## src/rtl/alu_seq_top.sv

```systemverilog
// alu_seq_top: handshaked 16-function ALU with signed/unsigned mode and an
// iterative restoring divider (quotient + remainder, divide-by-zero report).
module alu_seq_top #(
  parameter int unsigned DATA_WIDTH = 8
) (
  input  logic                      clk,
  input  logic                      rst,
  input  logic                      in_valid,
  output logic                      in_ready,
  input  logic [DATA_WIDTH-1:0]     A,
  input  logic [DATA_WIDTH-1:0]     B,
  input  logic [3:0]                ALU_FUNC,
  input  logic                      signed_mode,
  output logic                      out_valid,
  output logic [2*DATA_WIDTH-1:0]   Arith_OUT,
  output logic [DATA_WIDTH-1:0]     Rem_OUT,
  output logic [DATA_WIDTH-1:0]     Logic_OUT,
  output logic [1:0]                CMP_OUT,
  output logic [DATA_WIDTH-1:0]     SHIFT_OUT,
  output logic                      Arith_flag,
  output logic                      Logic_flag,
  output logic                      CMP_flag,
  output logic                      SHIFT_flag,
  output logic                      div_zero
);

  localparam int unsigned W   = DATA_WIDTH;
  localparam int unsigned W2  = 2 * DATA_WIDTH;
  localparam int unsigned WP1 = DATA_WIDTH + 1;
  localparam int unsigned CW  = $clog2(DATA_WIDTH);

  typedef enum logic [1:0] {
    IDLE = 2'd0,
    DIV  = 2'd1,
    DONE = 2'd2
  } state_t;

  state_t         state;
  logic [CW-1:0]  cnt_r;
  logic [W-1:0]   rem_r;
  logic [W-1:0]   quo_r;
  logic [W-1:0]   dvsr_r;
  logic [W-1:0]   a_r;
  logic           sgn_r;
  logic           q_neg_r;
  logic           r_neg_r;
  logic           dz_r;

  logic [W2-1:0]  ax;
  logic [W2-1:0]  bx;
  logic [W2-1:0]  arith_res;
  logic [W-1:0]   logic_res;
  logic [1:0]     cmp_res;
  logic [W-1:0]   shift_res;
  logic [1:0]     unit;
  logic           is_div;
  logic [W-1:0]   a_mag;
  logic [W-1:0]   b_mag;
  logic [W:0]     rem_sh;
  logic           ge;
  logic [W-1:0]   rem_nx;
  logic [W-1:0]   quo_nx;
  logic [W:0]     q_ext;
  logic [W:0]     q_fix;
  logic [W2-1:0]  q_out;
  logic [W-1:0]   r_fix;

  // Single-cycle function results, operand magnitudes, divider step and sign fix
  always_comb begin
    ax        = signed_mode ? {{W{A[W-1]}}, A} : {{W{1'b0}}, A};
    bx        = signed_mode ? {{W{B[W-1]}}, B} : {{W{1'b0}}, B};
    unit      = ALU_FUNC[3:2];
    is_div    = (ALU_FUNC == 4'b0011);
    arith_res = '0;
    logic_res = '0;
    cmp_res   = 2'd0;
    shift_res = '0;

    case (ALU_FUNC[1:0])
      2'b00:   arith_res = ax + bx;
      2'b01:   arith_res = ax - bx;
      2'b10:   arith_res = ax * bx;
      default: arith_res = '0;
    endcase

    case (ALU_FUNC[1:0])
      2'b00:   logic_res = A & B;
      2'b01:   logic_res = A | B;
      2'b10:   logic_res = ~(A & B);
      default: logic_res = ~(A | B);
    endcase

    // Extended operands keep their mode's ordering under a signed compare
    case (ALU_FUNC[1:0])
      2'b00:   cmp_res = 2'd0;
      2'b01:   cmp_res = (ax == bx) ? 2'd1 : 2'd0;
      2'b10:   cmp_res = ($signed(ax) > $signed(bx)) ? 2'd2 : 2'd0;
      default: cmp_res = ($signed(ax) < $signed(bx)) ? 2'd3 : 2'd0;
    endcase

    case (ALU_FUNC[1:0])
      2'b00:   shift_res = {signed_mode & A[W-1], A[W-1:1]};
      2'b01:   shift_res = {A[W-2:0], 1'b0};
      2'b10:   shift_res = {signed_mode & B[W-1], B[W-1:1]};
      default: shift_res = {B[W-2:0], 1'b0};
    endcase

    a_mag  = (signed_mode && A[W-1]) ? (~A + W'(1)) : A;
    b_mag  = (signed_mode && B[W-1]) ? (~B + W'(1)) : B;

    rem_sh = {rem_r, quo_r[W-1]};
    ge     = (rem_sh >= {1'b0, dvsr_r});
    rem_nx = ge ? W'(rem_sh - {1'b0, dvsr_r}) : rem_sh[W-1:0];
    quo_nx = {quo_r[W-2:0], ge};

    q_ext  = {1'b0, quo_r};
    q_fix  = q_neg_r ? (~q_ext + WP1'(1)) : q_ext;
    q_out  = sgn_r ? {{(W-1){q_fix[W]}}, q_fix} : {{W{1'b0}}, quo_r};
    r_fix  = r_neg_r ? (~rem_r + W'(1)) : rem_r;
  end

  // Control FSM, divider datapath and registered result outputs
  always_ff @(posedge clk) begin
    if (!rst) begin
      state      <= IDLE;
      in_ready   <= 1'b0;
      cnt_r      <= '0;
      rem_r      <= '0;
      quo_r      <= '0;
      dvsr_r     <= '0;
      a_r        <= '0;
      sgn_r      <= 1'b0;
      q_neg_r    <= 1'b0;
      r_neg_r    <= 1'b0;
      dz_r       <= 1'b0;
      out_valid  <= 1'b0;
      Arith_OUT  <= '0;
      Rem_OUT    <= '0;
      Logic_OUT  <= '0;
      CMP_OUT    <= 2'd0;
      SHIFT_OUT  <= '0;
      Arith_flag <= 1'b0;
      Logic_flag <= 1'b0;
      CMP_flag   <= 1'b0;
      SHIFT_flag <= 1'b0;
      div_zero   <= 1'b0;
    end else begin
      out_valid  <= 1'b0;
      Arith_flag <= 1'b0;
      Logic_flag <= 1'b0;
      CMP_flag   <= 1'b0;
      SHIFT_flag <= 1'b0;
      div_zero   <= 1'b0;

      case (state)
        IDLE: begin
          in_ready <= 1'b1;
          if (in_valid && in_ready) begin
            if (is_div) begin
              // Capture everything the divide needs; later operand changes are ignored
              in_ready <= 1'b0;
              a_r      <= A;
              sgn_r    <= signed_mode;
              q_neg_r  <= signed_mode & (A[W-1] ^ B[W-1]);
              r_neg_r  <= signed_mode & A[W-1];
              rem_r    <= '0;
              quo_r    <= a_mag;
              dvsr_r   <= b_mag;
              cnt_r    <= '0;
              dz_r     <= (B == '0);
              state    <= (B == '0) ? DONE : DIV;
            end else begin
              out_valid  <= 1'b1;
              Arith_OUT  <= (unit == 2'b00) ? arith_res : '0;
              Logic_OUT  <= (unit == 2'b01) ? logic_res : '0;
              CMP_OUT    <= (unit == 2'b10) ? cmp_res   : 2'd0;
              SHIFT_OUT  <= (unit == 2'b11) ? shift_res : '0;
              Rem_OUT    <= '0;
              Arith_flag <= (unit == 2'b00);
              Logic_flag <= (unit == 2'b01);
              CMP_flag   <= (unit == 2'b10);
              SHIFT_flag <= (unit == 2'b11);
            end
          end
        end

        DIV: begin
          in_ready <= 1'b0;
          rem_r    <= rem_nx;
          quo_r    <= quo_nx;
          cnt_r    <= cnt_r + CW'(1);
          if (cnt_r == CW'(W - 1)) begin
            state <= DONE;
          end
        end

        DONE: begin
          in_ready   <= 1'b1;
          state      <= IDLE;
          out_valid  <= 1'b1;
          Arith_flag <= 1'b1;
          Logic_OUT  <= '0;
          CMP_OUT    <= 2'd0;
          SHIFT_OUT  <= '0;
          if (dz_r) begin
            Arith_OUT <= '1;
            Rem_OUT   <= a_r;
            div_zero  <= 1'b1;
          end else begin
            Arith_OUT <= q_out;
            Rem_OUT   <= r_fix;
          end
        end

        default: begin
          in_ready <= 1'b0;
          state    <= IDLE;
        end
      endcase
    end
  end

endmodule

```

## config.mk

```make
export PLATFORM = sky130hd
export DESIGN_NAME = alu_seq_top
export DESIGN_NICKNAME = d
export VERILOG_FILES = /design/src/rtl/alu_seq_top.sv
export SDC_FILE = /design/constraint.sdc
export NUM_CORES = 1
export LEC_CHECK = 0
export CAP_MARGIN = 25
export CORE_MARGIN = 3
export CORE_UTILIZATION = 61
export CTS_CLUSTER_SIZE = 14
export DETAILED_ROUTE_END_ITERATION = 6
export PLACE_DENSITY = 0.8
export SYNTH_ARGS = -nofsm -noshare
export SYNTH_HDL_FRONTEND = slang
export SYNTH_SLANG_ARGS = --single-unit
```

## constraint.sdc

```tcl
create_clock -name clk -period 8.85 [get_ports clk]
set_input_delay 2.655 -clock clk [delete_from_list [all_inputs] [get_ports clk]]
set_output_delay 2.655 -clock clk [all_outputs]
set_load 0.01 [all_outputs]
```

# [Word level (Yosys, flattened, before mapping)]
# Index checks and enable logic that the tools add are counted.
[word_totals] ff_bits=90 in_bits=24 output_inout_bits=49 wordCells=137
[op_classes] n_addsub=8 multipliers=1 order_cmp=3 eq_ne=14 n_mux=59 n_bitwise=15 n_reduce_logical=15
[op_table] cell="2-to-1 mux 8 bit" count=17
[op_table] cell="2-to-1 mux 16 bit" count=7
[op_table] cell="one-hot mux 8 bit (2 select lines)" count=5
[op_table] cell="one-hot mux 16 bit (3 select lines)" count=1
[op_table] cell="one-hot mux 8 bit (3 select lines)" count=2
[op_table] cell="inverter 8 bit" count=5
[op_table] cell="one-hot mux 16 bit (2 select lines)" count=1
[op_table] cell="adder 8 x 1 -> 8 bit (second input constant)" count=3
[op_table] cell="2-to-1 mux 2 bit" count=9
[op_table] cell="adder 16 bit" count=1
[op_table] cell="equality test 16 bit" count=1
[op_table] cell="> comparator 16 bit" count=1
[op_table] cell="less-than comparator 16 bit" count=1
[op_table] cell="multiplier 16 x 16 -> 16 bit" count=1
[op_table] cell="subtractor 16 bit" count=1
[op_table] cell="AND reduction 3 bit" count=4
[op_table] cell="adder 9 x 1 -> 9 bit (second input constant)" count=1
[op_table] cell=">= comparator 9 x 8 -> 1 bit" count=1
[op_table] cell="2-to-1 mux 9 bit" count=1
[op_table] cell="inverter 8 -> 9 bit" count=1
[op_table] cell="AND 8 bit" count=1
[op_table] cell="equality test 2 bit (second input constant)" count=4
[op_table] cell="logical NOT 8 bit" count=1
[op_table] cell="!= test 2 bit (second input constant)" count=4
[op_table] cell="other kinds (20)" count=41

# [Logic depth before layout (Yosys ltp)]
[depth] ltp_word=8 ltp_mapped=24

# [Worst setup path before layout]
# No wires, ideal clock.
[synth_timing] kind="in2reg" startpoint="input port signed_mode" endpoint="register Arith_OUT[15]" setup_time_ns=0.127 arrival_ns=7.915 slack_ns=0.808 stages=24 path_buffers=3 path_cell_list="buf_6 > and2_1 > buf_4 > inv_2 > clkbuf_1 > nor2_1 > ha_1 > or2_2 > ha_1 > fa_1 > inv_1 > fa_1 > inv_1 > fa_1 > inv_1 > fa_1 > inv_1 > ha_1 > a21o_1 > a21o_1 > nor3_1 > a21oi_1 > and4b_1 > or3_1"
[synth_between] elab_chain_cells=7 word_cells_on_any_way=10 classes_between="2 x add/sub; 1 x mul; 7 x mux"
[synth_rtl] element="start, declared" line="13" rtl="input logic signed_mode,"
[synth_rtl] element="2-to-1 mux 16 bit (on tied branches)" line="70, 71"
[synth_rtl] element="multiplier 16 x 16 -> 16 bit (tied with other cells)" line="82" rtl="2'b10: arith_res = ax * bx;"
[synth_rtl] element="one-hot mux 16 bit (3 select lines) (*)" line="79" rtl="case (ALU_FUNC[1:0])"
[synth_rtl] element="2-to-1 mux 16 bit (*)" line="174" rtl="Arith_OUT <= (unit == 2'b00) ? arith_res : '0;"
[synth_rtl] element="2-to-1 mux 16 bit (*)" line="159" rtl="if (is_div) begin"
[synth_rtl] element="2-to-1 mux 16 bit (*)" line="158" rtl="if (in_valid && in_ready) begin"
[synth_rtl] element="one-hot mux 16 bit (2 select lines) (*)" line="155" rtl="case (state)"
[synth_rtl] element="end signal, assigned" line="174"
[synth_rtl] element="end signal, assigned" line="210" rtl="Arith_OUT <= q_out;"
[synth_rtl] element="end, declared" line="15" rtl="output logic [2*DATA_WIDTH-1:0] Arith_OUT,"
# Every way passes the cells marked *; elsewhere a longest branch is shown, timed or not. The select of a mux whose other input is x is not followed.
# A chain may end at the register's enable or synchronous reset.

# [Worst setup path after layout]
[layout_timing] startpoint="input port B[6]" endpoint="register Arith_OUT[15]"
[layout_between] elab_chain_cells=7 word_cells_on_any_way=9 classes_between="2 x add/sub; 1 x mul; 6 x mux"
[layout_rtl] element="start, declared" line="11" rtl="input logic [DATA_WIDTH-1:0] B,"
[layout_rtl] element="2-to-1 mux 16 bit (*)" line="71" rtl="bx = signed_mode ? {{W{B[W-1]}}, B} : {{W{1'b0}}, B};"
[layout_rtl] element="multiplier 16 x 16 -> 16 bit (tied with other cells)" line="82"
[layout_rtl] element="one-hot mux 16 bit (3 select lines) (*)" line="79"
[layout_rtl] element="2-to-1 mux 16 bit (*)" line="174"
[layout_rtl] element="2-to-1 mux 16 bit (*)" line="159"
[layout_rtl] element="2-to-1 mux 16 bit (*)" line="158"
[layout_rtl] element="one-hot mux 16 bit (2 select lines) (*)" line="155"
# Marks and branches as above.

==> impl_metrics.py <==
metrics = {
    "sta": {
        "period_share_pct": 93.02,
        "finalHoldViolCount": 0,
        "tightest_slew_ns": 1.046,
        "drv_slew": 0,
        "layout_setup_ws_ns": 0.6180,
        "setup_viol": 0,
        "final.setup.tns_ns": 0,
        "timing.slew.headroom_pct": 29.76,
        "period_needed_ns": 8.232,
        "fmax_ghz": 0.1215,
        "hold_slack_ns": 0.4593,
        "rsz0062_at_grt": "no",
        "fin_worst_skew_ns": 0.008741,
    },
    "route": {
        "via_per_inst": 6.079,
        "num_vias": 8760,
        "drtAntennaViolNets": 0,
        "drt-total-wl_um": 27130,
        "drc": 0,
        "dr.pass1.iters": 6,
        "wl_per_cell_um": 18.83,
        "drtIter0Drc": 834,
    },
    "place": {
        "gp_congestion": 1.004,
        "placed_cell_area_um2": 10470,
        "pre_cts_ws_ns": 0.2657,
        "hpwl_um": 20900,
        "portBuffers": 72,
        "dp_cells": 1425,
    },
    "pwr": {
        "switching_share_pct": 43.79,
        "internal-power_mw": 1.050,
        "peakVddDrop_mv": 0.3917,
        "p_sw_mw": 0.8181,
        "pwr-share-clk_pct": 20.9,
        "pwr-share-seq_pct": 22.4,
        "pwr_density_cell_nw_per_um2": 173.6,
        "combPwrFrac_pct": 56.7,
        "totalPowerFinal_mw": 1.868,
        "power.leakage_nw": 4.683,
    },
    "yosys": {
        "yosys_warnings": 0,
        "synth.distinct_cells": 76,
        "synth-main-ff-cell": "dfxtp_1",
        "synth_fp_nets": 1375,
        "synth_area_leaders": "dfxtp_1, fa_1, ha_1",
        "avgSynthCellArea_um2": 7.982,
        "synth_top_area_cell": "dfxtp_1",
        "synth_area_um2": 9450,
        "synth_top_area_share_pct": 19.07,
        "syn-instance-count": 1184,
        "yosysSeqAreaShare_pct": 19.07,
        "synth_enable_flop_cells": 0,
        "async_reset_ff_share_pct": 0,
        "synth-seq-cells": 90,
    },
    "die": {
        "start_util_pct": 63.58,
        "rows": 44,
        "die-area_um2": 17020,
        "coreArea_um2": 14860,
        "die_height_um": 130.5,
        "io_pins": 73,
        "dieWidth_um": 130.5,
    },
    "critical_path": {
        "crit_start": "B[6]",
        "start_kind": "primary input",
        "cp-endpoint": "Arith_OUT[15]",
        "required_ns": 9.10,
        "end_kind": "register",
        "slowest_stage": "clkdlybuf4s50_1",
        "rrSetupSlack_ns": 6.13,
        "max_stage_delay_ns": 0.61,
        "critical_path_peak_fanout": 9,
        "path_cells": "clkdlybuf4s50_1 -> clkinv_1 -> nor2_1 -> fa_1 -> inv_1 -> fa_1 -> inv_1 -> fa_1 -> inv_1 -> fa_1 -> inv_1 -> fa_1 -> inv_1 -> fa_1 -> inv_1 -> ha_1 -> a21o_1 -> a21o_1 -> nor3_1 -> a21oi_1 -> and4b_1 -> or3_1",
        "r2r_end": "rem_r[3]",
        "reg2reg_from": "rem_r[2]",
        "crit_type": "in -> reg",
        "reg2regPathDepth": 8,
        "critPathArrivalTime_ns": 8.48,
    },
    "clocking": {
        "clk_path_buf_depth": 2,
        "cts-resized-gates": 0,
        "holdBufCountCts": 0,
        "clk_pin_slew_ns": 0.07,
        "clk_latency_ns": 0.36,
        "cts_max_level": 3,
        "root_buffer": "clkbuf_16",
        "cts_setup_buffers": 0,
        "cts_tree": "done",
        "cts_buffers": 9,
        "cts.sinks": 90,
    },
    "min_path": {
        "holdCritStartpoint": "a_r[3]",
        "worst_hold_path_type": "reg -> reg",
    },
    "cells_and_area": {
        "fin_nets": 1443,
        "final_layout_size_suffix_gt1_share_pct": 6.921,
        "final_cells": 1441,
        "fin_area_um2": 10760,
        "area_growth_pct": 13.86,
        "fin_util_pct": 72.39,
        "diodes": 0,
    },
    "grt": {
        "grt_first_pass_wirelength_um": 43340,
        "grt_max_degree": 72,
        "grt_overflow": 0,
        "grt_pass1_vias": 8342,
        "grt_usage_pct": 32.49,
        "antenna_found_initial": 0,
    },
    "run_status": {
        "outcome": "completed",
    },
    "flow_run": {
        "cap_violations": 0,
    },
}
[cell families (layout without fill, tap and decap cells)]
kind of cell	Yosys count	count (layout)	synth area share, %
buffers and inverters	218	291	8.910
XOR/XNOR	65	65	6.170
multiplexers	18	18	2.343
AO/OA/AOI/OAI	268	268	18.85
flip-flops	90	90	19.07
AND/OR/NAND/NOR	358	358	16.91
adder cells (fa/ha/maj)	167	167	27.75
[final cells by class]
type | count | area, µm²
clock buffers | 9 | 225.2
clock inverters | 7 | 67.56
fillers | 1195 | 4104
inverters | 164 | 618.1
multi-input cells | 876 | 6809
flip-flops and latches | 90 | 1802
well taps | 184 | 230.2
repair buffers | 111 | 1008
[cell usage in the layout, fill, tap and decap left out, types with 39 or more instances in the layout]
cell type	netlist	routed
nand2_1	99	99
inv_1	150	150
a21oi_1	64	64
xnor2_1	46	46
dfxtp_1	90	90
o21ai_0	58	58
nor2_1	156	155
fa_1	71	71
ha_1	96	96
buf_4	1	39
clkdlybuf4s50_1	0	71
[per-layer routing]
layer,GRT usage (%),part of all wire [%]
met1,43.77,41
met2,52.20,46
met3,6.585,9.6
met4,11.68,3.5
met5,0,0
[how the worst min path moves through the flow]
stage           endpoint  slack (ns)  cells past startpoint
2_1_floorplan  dvsr_r[7]        0.43                      2
3_3_place_gp     q_neg_r        0.44                      2
3_5_place_dp      a_r[3]        0.45                      2
4_1_cts           a_r[3]        0.46                      2
5_1_grt           a_r[0]        0.48                      2
6_report          a_r[3]        0.46                      2
[critical path, delay by kind of cell]
family	cells	cell delay (ns)
adder cells (fa/ha/maj)	7	3.45
buffers and inverters	8	1.13
AND/OR/NAND/NOR	4	0.78
AO/OA/AOI/OAI	3	0.48
[power by group through the flow]
stage	clock, mW	sequential (mW)	combinational [mW]
after floorplan	0	0.430	0.767
after global placement	0	0.428	1.02
after detailed placement	0	0.428	1.05
after CTS	0.390	0.418	1.06
after global routing	0.406	0.419	1.20
final	0.390	0.419	1.06
[Yosys cell counts (4+ instances only)]
master,n
o21bai_1,6
or3_1,7
a221oi_1,4
a211oi_1,10
xnor2_1,46
xor2_1,18
o21ai_0,58
nand2_1,99
a22oi_1,29
dfxtp_1,90
nor3b_1,6
buf_2,8
a31oi_1,16
nor2_1,156
ha_1,96
mux2i_1,12
o21a_1,16
and2_1,5
a21o_1,12
inv_1,150
o31ai_1,6
o211ai_1,10
nor2b_1,9
clkinv_1,9
inv_2,4
fa_1,71
nand2b_1,9
clkbuf_1,43
or2_2,4
nand4_1,4
nor3_1,25
a32oi_1,4
nand3_1,12
and3_1,5
a21oi_1,64
[state kept, by name, summed over array words and instances (netlist names), 2 cells and up]
signal     count
SHIFT_OUT      8
rem_r          8
Rem_OUT        8
state          2
Arith_OUT     16
quo_r          8
CMP_OUT        2
Logic_OUT      8
a_r            8
cnt_r          3
dvsr_r         8
Power figures use the tool's default switching activity.
